$ cat config.mk
export PLATFORM = sky130hd
export DESIGN_NAME = rd_line_sched
export DESIGN_NICKNAME = d
export VERILOG_FILES = /design/src/rtl/rd_line_sched_pkg.sv /design/src/rtl/rd_line_sched_arb.sv /design/src/rtl/rd_line_sched.sv
export SDC_FILE = /design/constraint.sdc
export NUM_CORES = 1
export LEC_CHECK = 0
export ABC_AREA = 1
export CORE_ASPECT_RATIO = 0.9
export CORE_UTILIZATION = 40
export DETAILED_ROUTE_END_ITERATION = 6
export PLACE_DENSITY_LB_ADDON = 0.1
export SLEW_MARGIN = 20
export SYNTH_ARGS = -nofsm -noshare
export SYNTH_HDL_FRONTEND = slang
export SYNTH_SLANG_ARGS = --single-unit
export TNS_END_PERCENT = 5
$ cat constraint.sdc
create_clock -name ddr_clk -period 4.58 [get_ports ddr_clk]
set_input_delay 0.687 -clock ddr_clk [delete_from_list [all_inputs] [get_ports ddr_clk]]
set_output_delay 0.687 -clock ddr_clk [all_outputs]
set_load 0.05 [all_outputs]
$ cat src/rtl/rd_line_sched_pkg.sv
// Shared types and constants for the multi-channel DDR line-read scheduler.
package rd_sched_pkg;

  typedef enum logic [1:0] {
    ST_IDLE = 2'd0,
    ST_ARB  = 2'd1,
    ST_REQ  = 2'd2,
    ST_DATA = 2'd3
  } sched_state_t;

  // Width of each per-channel line counter on ch_line.
  localparam int LINE_W = 12;

endpackage

$ cat src/rtl/rd_line_sched_arb.sv
// Combinational round-robin arbiter: the search starts one past the last grant.
module rd_rr_arb #(
  parameter int CH_NUM = 2,
  parameter int IDX_W  = 1
) (
  input  logic [CH_NUM-1:0] req,
  input  logic [IDX_W-1:0]  last_grant,
  output logic [CH_NUM-1:0] gnt,
  output logic [IDX_W-1:0]  gnt_idx,
  output logic              gnt_vld
);

  // Walk channels last_grant+1 .. last_grant (wrapping); first requester wins.
  always_comb begin
    int k;
    k       = 0;
    gnt     = '0;
    gnt_idx = '0;
    gnt_vld = 1'b0;
    for (int i = 1; i <= CH_NUM; i++) begin
      k = int'(last_grant) + i;
      if (k >= CH_NUM) k = k - CH_NUM;
      if (!gnt_vld && req[k[IDX_W-1:0]]) begin
        gnt_vld             = 1'b1;
        gnt[k[IDX_W-1:0]]   = 1'b1;
        gnt_idx             = k[IDX_W-1:0];
      end
    end
  end

endmodule

$ cat src/rtl/rd_line_sched.sv
// Multi-channel line-read scheduler: per-channel frame/line tracking with
// fill-level hysteresis, one full-line DDR read in flight at a time.
//
// state | meaning
// IDLE  | waiting for any eligible channel
// ARB   | pick channel round-robin, latch address
// REQ   | ddr_rreq held until ddr_rrdy
// DATA  | beats routed to granted channel until ddr_rdone rises
module rd_line_sched
  import rd_sched_pkg::*;
#(
  parameter int          CH_NUM      = 2,
  parameter int          ADDR_WIDTH  = 27,
  parameter int          LEN_WIDTH   = 16,
  parameter int          LINE_LEN    = 240,
  parameter int          LINE_STEP   = 1920,
  parameter int          V_NUM       = 1080,
  parameter int          BANK_SHIFT  = 19,
  parameter logic [31:0] ADDR_OFFSET = 32'h0,
  parameter logic [31:0] CH_STRIDE   = 32'h0010_0000,
  parameter int          FILL_WIDTH  = 10,
  parameter int          HIGH_WATER  = 640,
  parameter int          LOW_WATER   = 320
) (
  input  logic                         ddr_clk,
  input  logic                         ddr_rst,
  input  logic                         init_done,
  input  logic [CH_NUM-1:0]            ch_en,
  input  logic [CH_NUM-1:0]            ch_fsync,
  input  logic [CH_NUM-1:0]            ch_frame_bit,
  input  logic [CH_NUM*FILL_WIDTH-1:0] ch_fill,
  output logic                         ddr_rreq,
  output logic [ADDR_WIDTH-1:0]        ddr_raddr,
  output logic [LEN_WIDTH-1:0]         ddr_rd_len,
  input  logic                         ddr_rrdy,
  input  logic                         ddr_rdone,
  input  logic                         ddr_rdata_en,
  output logic [CH_NUM-1:0]            ch_wr_en,
  output logic [CH_NUM*LINE_W-1:0]     ch_line,
  output logic [CH_NUM-1:0]            ch_frame_done,
  output logic                         err_overrun
);

  localparam int IDX_W = (CH_NUM > 1) ? $clog2(CH_NUM) : 1;

  sched_state_t          state;
  logic [CH_NUM-1:0]     fsync_d, fs_rise, pf_en, bank, eligible, gnt_oh, arb_gnt;
  logic [LINE_W-1:0]     line_cnt [CH_NUM];
  logic [ADDR_WIDTH-1:0] addr_acc [CH_NUM];
  logic [ADDR_WIDTH-1:0] base_addr;
  logic [IDX_W-1:0]      last_grant, arb_idx;
  logic [LEN_WIDTH-1:0]  beat_cnt;
  logic                  arb_vld, stale, rdone_d, rdone_rise, hit_fs, busy, beat_ok, live_done;

  assign ddr_rd_len = LEN_WIDTH'(LINE_LEN);
  assign fs_rise    = ch_fsync & ~fsync_d;
  assign rdone_rise = ddr_rdone & ~rdone_d;
  assign busy       = (state == ST_REQ) || (state == ST_DATA);
  // A frame start on the owning channel invalidates the beat in that same cycle too.
  assign hit_fs     = |(fs_rise & gnt_oh);
  assign beat_ok    = ddr_rdata_en & busy & ~stale & ~hit_fs &
                      (beat_cnt < LEN_WIDTH'(LINE_LEN));
  assign ch_wr_en   = beat_ok ? gnt_oh : '0;
  assign live_done  = (state == ST_DATA) & rdone_rise & ~stale;

  // Per-channel eligibility and line counter fan-out.
  always_comb begin
    eligible = '0;
    ch_line  = '0;
    for (int c = 0; c < CH_NUM; c++) begin
      eligible[c] = init_done & ch_en[c] & pf_en[c] & (line_cnt[c] < LINE_W'(V_NUM));
      ch_line[c*LINE_W +: LINE_W] = line_cnt[c];
    end
  end

  rd_rr_arb #(
    .CH_NUM (CH_NUM),
    .IDX_W  (IDX_W)
  ) u_arb (
    .req        (eligible),
    .last_grant (last_grant),
    .gnt        (arb_gnt),
    .gnt_idx    (arb_idx),
    .gnt_vld    (arb_vld)
  );

  // Line start address of the channel the arbiter is currently picking.
  always_comb begin
    base_addr = ADDR_WIDTH'(ADDR_OFFSET)
              + ADDR_WIDTH'(CH_STRIDE) * ADDR_WIDTH'(arb_idx)
              + (ADDR_WIDTH'(bank[arb_idx]) << BANK_SHIFT)
              + addr_acc[arb_idx];
  end

  // Per-channel frame sync, bank lock, watermark hysteresis and line progress.
  always_ff @(posedge ddr_clk) begin
    if (ddr_rst) begin
      fsync_d       <= '0;
      pf_en         <= '1;
      bank          <= '0;
      ch_frame_done <= '0;
      for (int c = 0; c < CH_NUM; c++) begin
        line_cnt[c] <= '0;
        addr_acc[c] <= '0;
      end
    end else begin
      fsync_d       <= ch_fsync;
      ch_frame_done <= '0;
      for (int c = 0; c < CH_NUM; c++) begin
        if (fs_rise[c]) begin
          line_cnt[c] <= '0;
          addr_acc[c] <= '0;
          bank[c]     <= ~ch_frame_bit[c];
          pf_en[c]    <= 1'b1;
        end else begin
          if (ch_fill[c*FILL_WIDTH +: FILL_WIDTH] >= FILL_WIDTH'(HIGH_WATER))
            pf_en[c] <= 1'b0;
          else if (ch_fill[c*FILL_WIDTH +: FILL_WIDTH] <= FILL_WIDTH'(LOW_WATER))
            pf_en[c] <= 1'b1;
          if (live_done && gnt_oh[c]) begin
            line_cnt[c] <= line_cnt[c] + 1'b1;
            addr_acc[c] <= addr_acc[c] + ADDR_WIDTH'(LINE_STEP);
            if (line_cnt[c] == LINE_W'(V_NUM - 1)) ch_frame_done[c] <= 1'b1;
          end
        end
      end
    end
  end

  // Transaction FSM with beat accounting and overrun detection.
  always_ff @(posedge ddr_clk) begin
    if (ddr_rst) begin
      state       <= ST_IDLE;
      ddr_rreq    <= 1'b0;
      ddr_raddr   <= '0;
      last_grant  <= IDX_W'(CH_NUM - 1);
      gnt_oh      <= '0;
      stale       <= 1'b0;
      beat_cnt    <= '0;
      rdone_d     <= 1'b0;
      err_overrun <= 1'b0;
    end else begin
      rdone_d <= ddr_rdone;
      if (ddr_rdata_en && (!busy || beat_cnt >= LEN_WIDTH'(LINE_LEN)))
        err_overrun <= 1'b1;
      if (ddr_rdata_en && busy && beat_cnt < LEN_WIDTH'(LINE_LEN))
        beat_cnt <= beat_cnt + 1'b1;
      if (busy && hit_fs)
        stale <= 1'b1;
      case (state)
        ST_IDLE: if (|eligible) state <= ST_ARB;
        ST_ARB: begin
          if (arb_vld) begin
            gnt_oh     <= arb_gnt;
            last_grant <= arb_idx;
            ddr_raddr  <= base_addr;
            ddr_rreq   <= 1'b1;
            stale      <= 1'b0;
            beat_cnt   <= '0;
            state      <= ST_REQ;
          end else begin
            state <= ST_IDLE;
          end
        end
        ST_REQ: begin
          if (ddr_rrdy) begin
            ddr_rreq <= 1'b0;
            state    <= ST_DATA;
          end
        end
        ST_DATA: if (rdone_rise) state <= ST_IDLE;
        default: state <= ST_IDLE;
      endcase
    end
  end

endmodule

==> results.py <==
metrics = {
    "global_route": {
        "antenna_violations_before_repair": 0,
        "grt_pass1_wl_mm": 22.6,
        "total_congestion_overflow_after_global_routing": 0,
        "via_count_of_the_first_global_routing_pass": 4729,
        "groute.usage.overall": 0.183,
        "grt_start_max_net_pins": 33,
    },
    "pwr": {
        "clockPowerShare": 0.453,
        "p_int_mw": 2.03,
        "power_frac_comb": 0.110,
        "pwr-share-seq": 0.437,
        "static-leakage-power_nw": 3.05,
        "switchingPower_mw": 0.694,
        "power.density_nw_per_um2": 360,
        "irDropWorstVdd_mv": 0.296,
        "switching_share": 0.255,
    },
    "setup_path": {
        "arrival_time_at_the_worst_endpoint_ns": 2.53,
        "cp_slowest_cell": "clkdlybuf4s50_1",
        "setup.worst_path.start": "ch_fsync[1]",
        "crit_path_start_kind": "input port",
        "crit-reg2reg-launch": "line_cnt[0][8]",
        "cp_data_required_time_ns": 3.89,
        "critPathMaxFanout": 4,
        "worst_reg2reg_path_depth": 18,
        "critical_path.most_common_cell": "nor2_1",
        "critical_path.reg2reg.endpoint": "ddr_raddr[25]",
        "worstSetupPathType": "input port to output pin",
        "rrSetupSlack_ns": 2.09,
        "crit_chain": "clkdlybuf4s50_1, inv_1, nor2_1, a22o_1, nor2_1, nand2_1, nor2_1, clkdlybuf4s50_1",
        "worst_path_largest_cell_delay_ns": 0.81,
        "critical_path.endpoint_type": "output pin",
    },
    "routing": {
        "ant_nets": 0,
        "dr.first_iter.drc_count": 192,
        "drt-total-wl_mm": 13.3,
        "drt_drc_violations_left": 0,
        "routed_via_density": 4.80,
        "wl_per_cell_um": 13.1,
        "detail_route.first_pass.iterations": 5,
        "num_vias": 4871,
    },
    "sta": {
        "layout_worst_path_cycle_share": 0.703,
        "unrepaired_setup_endpoints_after_global_routing": "no",
        "worst_slew_pin_tran_ns": 0.524,
        "final-setup-viol-count": 0,
        "fin_setup_tns_ns": 0,
        "hold_viol": 0,
        "worst_slew_margin": 0.650,
        "peak_freq_mhz": 311,
        "worst_clock_skew_ns": 0.0101,
        "timing.final.crit_period_ns": 3.22,
        "slew_viol_final": 0,
    },
    "floorplan": {
        "floorplan.die_area_um2": 15700,
        "chipWidth_um": 132,
        "placeableCoreArea_um2": 14800,
        "io_pins": 105,
        "die_height_um": 119,
        "std_cell_rows": 42,
        "initial_utilization": 0.412,
    },
    "yosys": {
        "cell_area_synth_um2": 6090,
        "synth_compound_gate_area_share": 0.113,
        "post_synth_xor_area_fraction": 0.0230,
        "register_bit_total_from_synthesis": 117,
        "post_synth_simple_gate_area": 0.252,
        "synthMuxAreaShare": 0,
        "postSynth.topFlopCell": "edfxtp_1",
        "synthesis.yosys.warnings": 0,
        "syn_area_per_cell_um2": 8.53,
        "combinational_family_with_the_most_area_after_synthesis": "simple AND/OR/NAND/NOR gates",
        "synth-edff-count": 64,
        "post_synth_fa_ha_maj_area_fraction": 0.0164,
        "synth.distinct_cells": 53,
        "yosysSeqAreaShare": 0.490,
        "syn_inst": 714,
        "synthArstFlopShare": 0,
    },
    "finish": {
        "area_growth_pct": 24.2,
        "area.sequential_um2": 2980,
        "design.final.nets": 845,
        "post_route_cells_drive_above_1_share": 0.105,
        "multiInputGateArea_um2": 2560,
        "n_antenna_cell": 0,
        "final_cells": 1015,
        "n_fill_cell": 1391,
    },
    "clock_tree": {
        "hold_buffers": 0,
        "cts_post_setup_buffers_inserted": 0,
        "clock_insertion_delay_worst_skew_ns": 0.41,
        "cts.htree.levels": 4,
        "cts_made_buffers": 17,
        "cts.sinks": 117,
        "tritoncts": "built",
        "post_cts.resized_instances": 0,
        "clk_transition_reported_paths_ns": 0.05,
        "cts_buffer_depth": 2,
        "cts-root-buf": "clkbuf_16",
    },
    "hold_path": {
        "hold_start": "beat_cnt[15]",
        "hold_end": "beat_cnt[15]",
        "min-delay-path-class": "flop to flop",
        "worstHoldPathCells": 2,
    },
    "job": {
        "max_cap_violations": 0,
    },
    "placed_design": {
        "gp_routability_congestion": 0.780,
        "detailedPlacementHpwl_mm": 9.71,
        "io_buffer_count": 81,
        "placed_cells": 984,
    },
    "run_status": {
        "status": "completed",
    },
}
[critical path, delay by kind of cell]
family	cells	cell delay [ns]
buffers and inverters	3	1.28
and+or+nand+nor	4	0.34
AOI/OAI and AO/OA	1	0.23
[stage by stage]
step	setup slack, ns	power [mW]	instance area (um^2)	hold slack, ns	utilization
after CTS	1.34	2.76	7570	0.437	0.512
after global placement	1.42	1.51	7010	0.423	0.475
after floorplan	0.795	1.44	6170	0.415	-
after global routing	1.18	2.83	7570	0.460	0.512
after detailed placement	1.35	1.51	7010	0.429	0.475
final	1.36	2.73	7570	0.434	0.512
[routing by layer]
metal  vias to the layer above  routed length (um)  share of wire  GRT usage
met5                         -                   0              0          0
met4                         0                 157          0.012     0.0596
met3                        14                 519          0.039     0.0562
met2                        84                6060           0.46      0.289
met1                      2257                6550           0.49      0.238
li1                       2516                   -              -          -
[power by group through the flow]
stage	sequential, mW	combinational [mW]	clock, mW
3_5_place_dp	1.21	0.301	0
6_report	1.19	0.300	1.23
3_3_place_gp	1.21	0.298	0
5_1_grt	1.20	0.325	1.31
2_1_floorplan	1.26	0.179	0
4_1_cts	1.19	0.302	1.26
[cell families (layout without fill, tap and decap cells)]
logic type                 count (synthesis)  after routing
AOI/OAI and AO/OA                        113            113
xor gates and xnor gates                  16             16
adders and majority gates                  8              8
DFF                                      117            117
other                                      2             23
and+or+nand+nor                          323            323
buffers and inverters                    135            217
[cell usage after synthesis, types with 4 or more instances]
library cell	instances	area, um^2
ha_1	8	100
a31oi_1	4	25.0
nor2_2	7	43.8
nand2_1	118	443
a22oi_1	4	30.0
nand3_1	30	150
nand2_4	6	67.6
nor3_1	19	95.1
nor2_1	93	349
xor2_1	13	114
inv_1	92	345
inv_2	6	22.5
or2_2	9	56.3
a21oi_1	42	210
o21ai_0	28	140
edfxtp_1	64	1920
o21ai_1	9	45.0
dfxtp_1	53	1060
clkbuf_1	5	18.8
nand2_2	8	50.1
a22oi_2	5	62.6
nand4_1	16	100
buf_4	23	173
[registers in the layout, indices dropped and copies added, names as in the netlist, 2 cells and up, named ones only]
name / cells
gnt_oh: 2
addr_acc: 40
beat_cnt: 16
fsync_d: 2
bank: 2
pf_en: 2
ddr_raddr: 20
ch_frame_done: 2
line_cnt: 24
[worst max path at each step]
| stage | endpoint | slack, ns | cells past startpoint |
|---|---|---|---|
| finish | ch_wr_en[0] | 1.36 | 8 |
| global route | ch_wr_en[0] | 1.18 | 8 |
| detailed placement | ch_wr_en[0] | 1.35 | 8 |
| floorplan | addr_acc[0][10] | 0.80 | 4 |
| global placement | ch_wr_en[1] | 1.42 | 8 |
| CTS | ch_wr_en[0] | 1.34 | 8 |
[cell type report]
class                           count  share of cell area
Multi-Input combinational cell    483               0.338
Clock inverter                      3             0.00198
Clock buffer                       28              0.0711
Tap cell                          198              0.0327
Inverter                          101              0.0508
Sequential cell                   117               0.394
Timing Repair Buffer               85               0.111
[cell usage in the layout (no fill, tap or decap), types with 13 or more instances in the layout]
cell / instances
nand2_1: 118
nor2_1: 93
inv_1: 92
clkdlybuf4s50_1: 81
edfxtp_1: 64
dfxtp_1: 53
a21oi_1: 42
nand3_1: 30
o21ai_0: 27
conb_1: 23
nor3_1: 19
clkbuf_16: 18
nand4_1: 16
xor2_1: 13
(Power assumes the default switching activity.)
